[config.mk]
export PLATFORM = sky130hd
export DESIGN_NAME = rs_dispatch_steer
export DESIGN_NICKNAME = d
export VERILOG_FILES = /design/src/rtl/core_pkg.sv /design/src/rtl/max_credit_pick.sv /design/src/rtl/rs_dispatch_steer.sv
export SDC_FILE = /design/constraint.sdc
export NUM_CORES = 1
export LEC_CHECK = 0
export CORE_UTILIZATION = 30
export CTS_BUF_LIST = sky130_fd_sc_hd__clkbuf_4
export DETAILED_ROUTE_END_ITERATION = 16
export GPL_TIMING_DRIVEN = 0
export SETUP_SLACK_MARGIN = 0.3
export SLEW_MARGIN = 20
export SYNTH_ARGS = -nofsm -noshare
export SYNTH_HDL_FRONTEND = slang
export SYNTH_SLANG_ARGS = --single-unit
[constraint.sdc]
create_clock -name clk -period 13.9 [get_ports clk]
set_input_delay 2.085 -clock clk [delete_from_list [all_inputs] [get_ports clk]]
set_output_delay 2.085 -clock clk [all_outputs]
set_load 0.005 [all_outputs]
[src/rtl/core_pkg.sv]
// rtl/core_pkg.sv - shared core types and sizing for dispatch steering
package core_pkg;

    localparam int NUM_FUS     = 4;
    localparam int RS_ENTRIES  = 8;
    localparam int RS_CREDIT_W = $clog2(RS_ENTRIES + 1);
    localparam int FU_IDX_W    = (NUM_FUS > 1) ? $clog2(NUM_FUS) : 1;

    localparam logic [RS_CREDIT_W-1:0] CREDIT_FULL = RS_CREDIT_W'(RS_ENTRIES);

    typedef struct packed {
        logic [5:0] rob_idx;
        logic [7:0] uop;
        logic [5:0] src1;
        logic [5:0] src2;
        logic [5:0] dst;
    } disp_packet_t;

endpackage

[src/rtl/max_credit_pick.sv]
// rtl/max_credit_pick.sv - picks the eligible pipe with the most credits
module max_credit_pick
    import core_pkg::*;
(
    input  logic [NUM_FUS-1:0]                  eligible,
    input  logic [NUM_FUS-1:0][RS_CREDIT_W-1:0] credits,
    output logic [FU_IDX_W-1:0]                 pick_idx,
    output logic                                pick_valid
);

    logic [RS_CREDIT_W-1:0] best;

    // Strict greater-than keeps the lowest index on a tie.
    always_comb begin
        pick_idx   = '0;
        pick_valid = 1'b0;
        best       = '0;
        for (int i = 0; i < NUM_FUS; i++) begin
            if (eligible[i] && (!pick_valid || credits[i] > best)) begin
                pick_valid = 1'b1;
                best       = credits[i];
                pick_idx   = FU_IDX_W'(i);
            end
        end
    end

endmodule

[src/rtl/rs_dispatch_steer.sv]
// rtl/rs_dispatch_steer.sv - credit-based steering of dispatched uops to per-pipe schedulers
module rs_dispatch_steer
    import core_pkg::*;
(
    input  logic                           clk,
    input  logic                           rst,
    input  logic                           flush,
    input  logic                           in_valid,
    output logic                           in_ready,
    input  disp_packet_t                   in_pkt,
    input  logic [NUM_FUS-1:0]             in_fu_mask,
    output logic [NUM_FUS-1:0]             out_valid,
    output disp_packet_t                   out_pkt,
    input  logic [NUM_FUS-1:0]             fire,
    output logic [NUM_FUS*RS_CREDIT_W-1:0] credits_out
);

    logic [NUM_FUS-1:0][RS_CREDIT_W-1:0] credit;
    logic [NUM_FUS-1:0]                  eligible;
    logic [NUM_FUS-1:0]                  target;
    logic [FU_IDX_W-1:0]                 pick_idx;
    logic                                pick_valid;
    logic                                transfer;

    always_comb begin
        eligible = '0;
        for (int i = 0; i < NUM_FUS; i++) begin
            eligible[i] = in_fu_mask[i] && (credit[i] != '0);
        end
    end

    max_credit_pick u_pick (
        .eligible   (eligible),
        .credits    (credit),
        .pick_idx   (pick_idx),
        .pick_valid (pick_valid)
    );

    assign in_ready    = !rst && !flush && pick_valid;
    assign transfer    = in_valid && in_ready;
    assign target      = transfer ? (NUM_FUS'(1) << pick_idx) : '0;
    assign credits_out = credit;

    // Credits only see the registered state, so a fire frees an entry for the next cycle.
    always_ff @(posedge clk) begin
        if (rst) begin
            credit    <= {NUM_FUS{CREDIT_FULL}};
            out_valid <= '0;
            out_pkt   <= '0;
        end else if (flush) begin
            credit    <= {NUM_FUS{CREDIT_FULL}};
            out_valid <= '0;
        end else begin
            out_valid <= target;
            if (transfer) begin
                out_pkt <= in_pkt;
            end
            for (int i = 0; i < NUM_FUS; i++) begin
                if (target[i] && !fire[i]) begin
                    credit[i] <= credit[i] - 1'b1;
                end else if (fire[i] && !target[i] && credit[i] != CREDIT_FULL) begin
                    credit[i] <= credit[i] + 1'b1;
                end
            end
        end
    end

`ifndef SYNTHESIS
    always @(posedge clk) begin
        if (!rst) begin
            assert ($onehot0(out_valid)) else $error("out_valid not one-hot-or-zero");
            for (int i = 0; i < NUM_FUS; i++) begin
                assert (!(target[i] && credit[i] == '0)) else $error("credit underflow on pipe %0d", i);
                assert (!(!flush && fire[i] && credit[i] == CREDIT_FULL)) else $error("fire at full credit on pipe %0d", i);
            end
        end
    end
`endif

endmodule
==> results.md <==
* Status: finished clean
* All-layer global routing usage at 15.9%
* Post-synth ARST share at 0%
* Placed Area at 4010 µm²
* Starting Density at 31.2%
* F_max at 0.117 GHz
* Avg Cell Area, Syn at 8.16 µm²
* Critical Path RT at 14.18 ns
* Final hold vios at 0
* RSZ-0062 raised after global routing: false
* DRT Pass-1 Iters at 4
* Worst Hold Class: reg -> reg
* First-pass GRT wire length at 12,700 µm
* Die width at 100 µm
* Post-route ant nets at 0
* Nature of the critical path startpoint: input pin
* Hold Buf Count CTS at 0
* H-tree levels at 2
* Share of the synthesized area in the top cell type at 35.9%
* Endpoints failing setup at 0
* Total grt overflow at 0
* Reg-to-reg startpoint: credits_out[1]
* Net Count, Synth at 423
* Root buf cell: clkbuf_4
* FF-to-FF setup slack at 7.09 ns
* Vias in the first global route at 2,572
* Vias/cell at 4.74
* Static Leakage at 1.56 nW
* Slew Limit Fails at 0
* Synth area leader: dfxtp_1
* Number of synthesized register bits at 52
* Final instance area at 4070 µm²
* CP Launch Point: in_fu_mask[0]
* Cts repair resizes at 0
* Period minus WS final at 8.57 ns
* Clk_skew at 0.0155 ns
* Routed length per placed instance at 13.1 µm
* Slowest CP cell: clkdlybuf4s50_1
* P&R area growth vs syn at 40.5%
* Xor and xnor area share after synthesis at 1.51%
* Die area at 10,100 µm²
* CTS tree: yes
* Worst hold path cell count at 2
* Register area share after synthesis at 35.9%
* DP HPWL at 5930 µm
* VDD IR max at 40.8 µV
* Top cells by area, synth: dfxtp_1, nand2_1, ha_1, a21oi_1, fa_1
* Largest net degree at the start of global routing at 18
* Clock slew at reported path FFs at 0.15 ns
* Most frequent cell after synthesis: nand2_1
* Post-synthesis simple-gate area fraction at 21.1%
* Mapped Cells at 355
* Drt initial violations at 84
* Layout Nets at 525
* Num rows at 35
* Total number of vias at 2,787
* End of the worst hold path: out_pkt[21]
* Pwr Density at 68.3 nW/µm²
* Critical path type: in -> reg
* # port buffers at 95
* Hold Worst Slack at 0.464 ns
* Compound-gate portion of the synthesized area at 21.3%
* Synth Area in Adders at 11.4%
* Crit path max fanout at 10
* Die Ht at 100 µm
* Layout cell share with drive strength beyond 1 at 6.55%
* WP buf/inv at 4
* Number of synthesized flops with an enable pin at 0
* Multiplexer area fraction after synthesis at 4.02%
* Final worst-path cycle share at 61.6%
* CTS Buffer Depth at 2
* WP data arrival at 8.85 ns
* Slew HR at 62.9%
* Worst flop-to-flop path endpoint: credits_out[3]
* Worst-Margin Slew at 0.557 ns
* # Post-CTS Setup Buffers at 0
* Hold path startpoint: out_pkt[21]
* Number of clock sinks at 52
* Top cell family by delay on the critical path: compound AO/OA/AOI/OAI gates
* DRC errors left at 0
* Mapped Area at 2900 µm²
* GPL Wtd Cong at 0.825
* FF-to-FF path depth at 27
* Main combinational cell family by area after synthesis: compound AO/OA/AOI/OAI gates
* Antenna violations before repair at 1
* Setup TNS at 0 ns
* Synth top cells by count: nand2_1, dfxtp_1, a21oi_1
* Clk_lat worst skew at 0.39 ns
* Setup crit end kind: flip-flop
* # IOs at 97
* Core Region at 9280 µm²
* Final WL at 7700 µm
* Ys Warns at 0
* CTS buffer count at 5
* Max incr delay on CP at 0.61 ns
* Max-cap violations at 0
* Netlist cell types at 48
* Primary FF master, synth: dfxtp_1
* PnR Total Power at 278 µW
==> metal layers <==
| layer | global-route usage, % | vias up | routed length (µm) |
|---|---|---|---|
| li1 | - | 1437 | - |
| met2 | 26.6 | 63 | 3700 |
| met3 | 2.65 | 6 | 300 |
| met5 | 0 | - | 0 |
| met1 | 20.9 | 1281 | 3610 |
| met4 | 4.91 | 0 | 87 |
==> sequential cells by signal, summed over array words and instances (netlist names) <==
signal,cells
credits_out,16
out_pkt,32
out_valid,4
==> cell type report <==
| cell class | instances | area, µm² |
|---|---|---|
| tap | 129 | 161 |
| clock buffer | 5 | 37.5 |
| fill | 943 | 5210 |
| inverter | 16 | 60.1 |
| antenna | 1 | 2.50 |
| sequential | 52 | 1040 |
| timing repair buffer | 95 | 951 |
| multi-input combinational | 269 | 1720 |
| clock inverter | 3 | 21.3 |
| buffer | 18 | 76.3 |
==> worst min-delay path, cell delays in order, from the launching register on <==
cell	delay (ns)
dfxtp_1	0.34
nand2_1	0.05
a21oi_1	0.05
==> per-stage QoR <==
step / setup slack [ns] / cells / utilization [%]
floorplan: 6.40 / 355 / -
global placement: 4.99 / 579 / 43.2
detailed placement: 4.91 / 579 / 43.2
CTS: 5.32 / 587 / 43.8
global route: 4.81 / 588 / 43.9
finish: 5.33 / 588 / 43.9
==> worst max path at each step <==
stage | endpoint | slack (ns) | depth (start not counted)
4_1_cts | credits_out[3] | 5.32 | 28
5_1_grt | credits_out[3] | 4.81 | 28
3_3_place_gp | credits_out[3] | 4.99 | 28
3_5_place_dp | credits_out[3] | 4.91 | 28
2_1_floorplan | credits_out[3] | 6.40 | 27
6_report | credits_out[3] | 5.33 | 28
==> cell usage in the layout (no fill, tap or decap), drive strengths merged, types with 3 or more instances in the layout <==
master,synthesis,final
xnor2,4,4
a21o,8,8
a21oi,46,46
o211ai,6,6
and2,3,3
clkdlybuf4s50,0,95
o21ai,12,12
nor3,12,12
nand2,85,85
mux2i,6,6
o21a,4,4
and4,3,3
clkbuf,11,16
ha,20,20
dfxtp,52,52
fa,4,4
and3,3,3
or3,3,3
inv,16,17
nor4,4,4
o41ai,3,3
mux2,5,5
nor2,15,15
buf,7,7
==> where the power goes <==
part | internal (mW) | total (mW) | switching (mW)
logic | 0.0267 | 0.0498 | 0.0231
clock network | 0.0202 | 0.0732 | 0.0531
registers | 0.153 | 0.155 | 0.00214
total | 0.200 | 0.278 | 0.0783
==> logic make-up (layout without fill, tap and decap cells) <==
family / count (synthesis) / in the layout
multiplexers: 11 / 11
AND/OR/NAND/NOR: 136 / 136
XOR/XNOR: 5 / 5
AO/OA/AOI/OAI: 93 / 93
adder cells (fa/ha/maj): 24 / 24
flip-flops: 52 / 52
buffers and inverters: 34 / 137
other: 0 / 1
No activity file was read; power rests on OpenSTA's default activity.
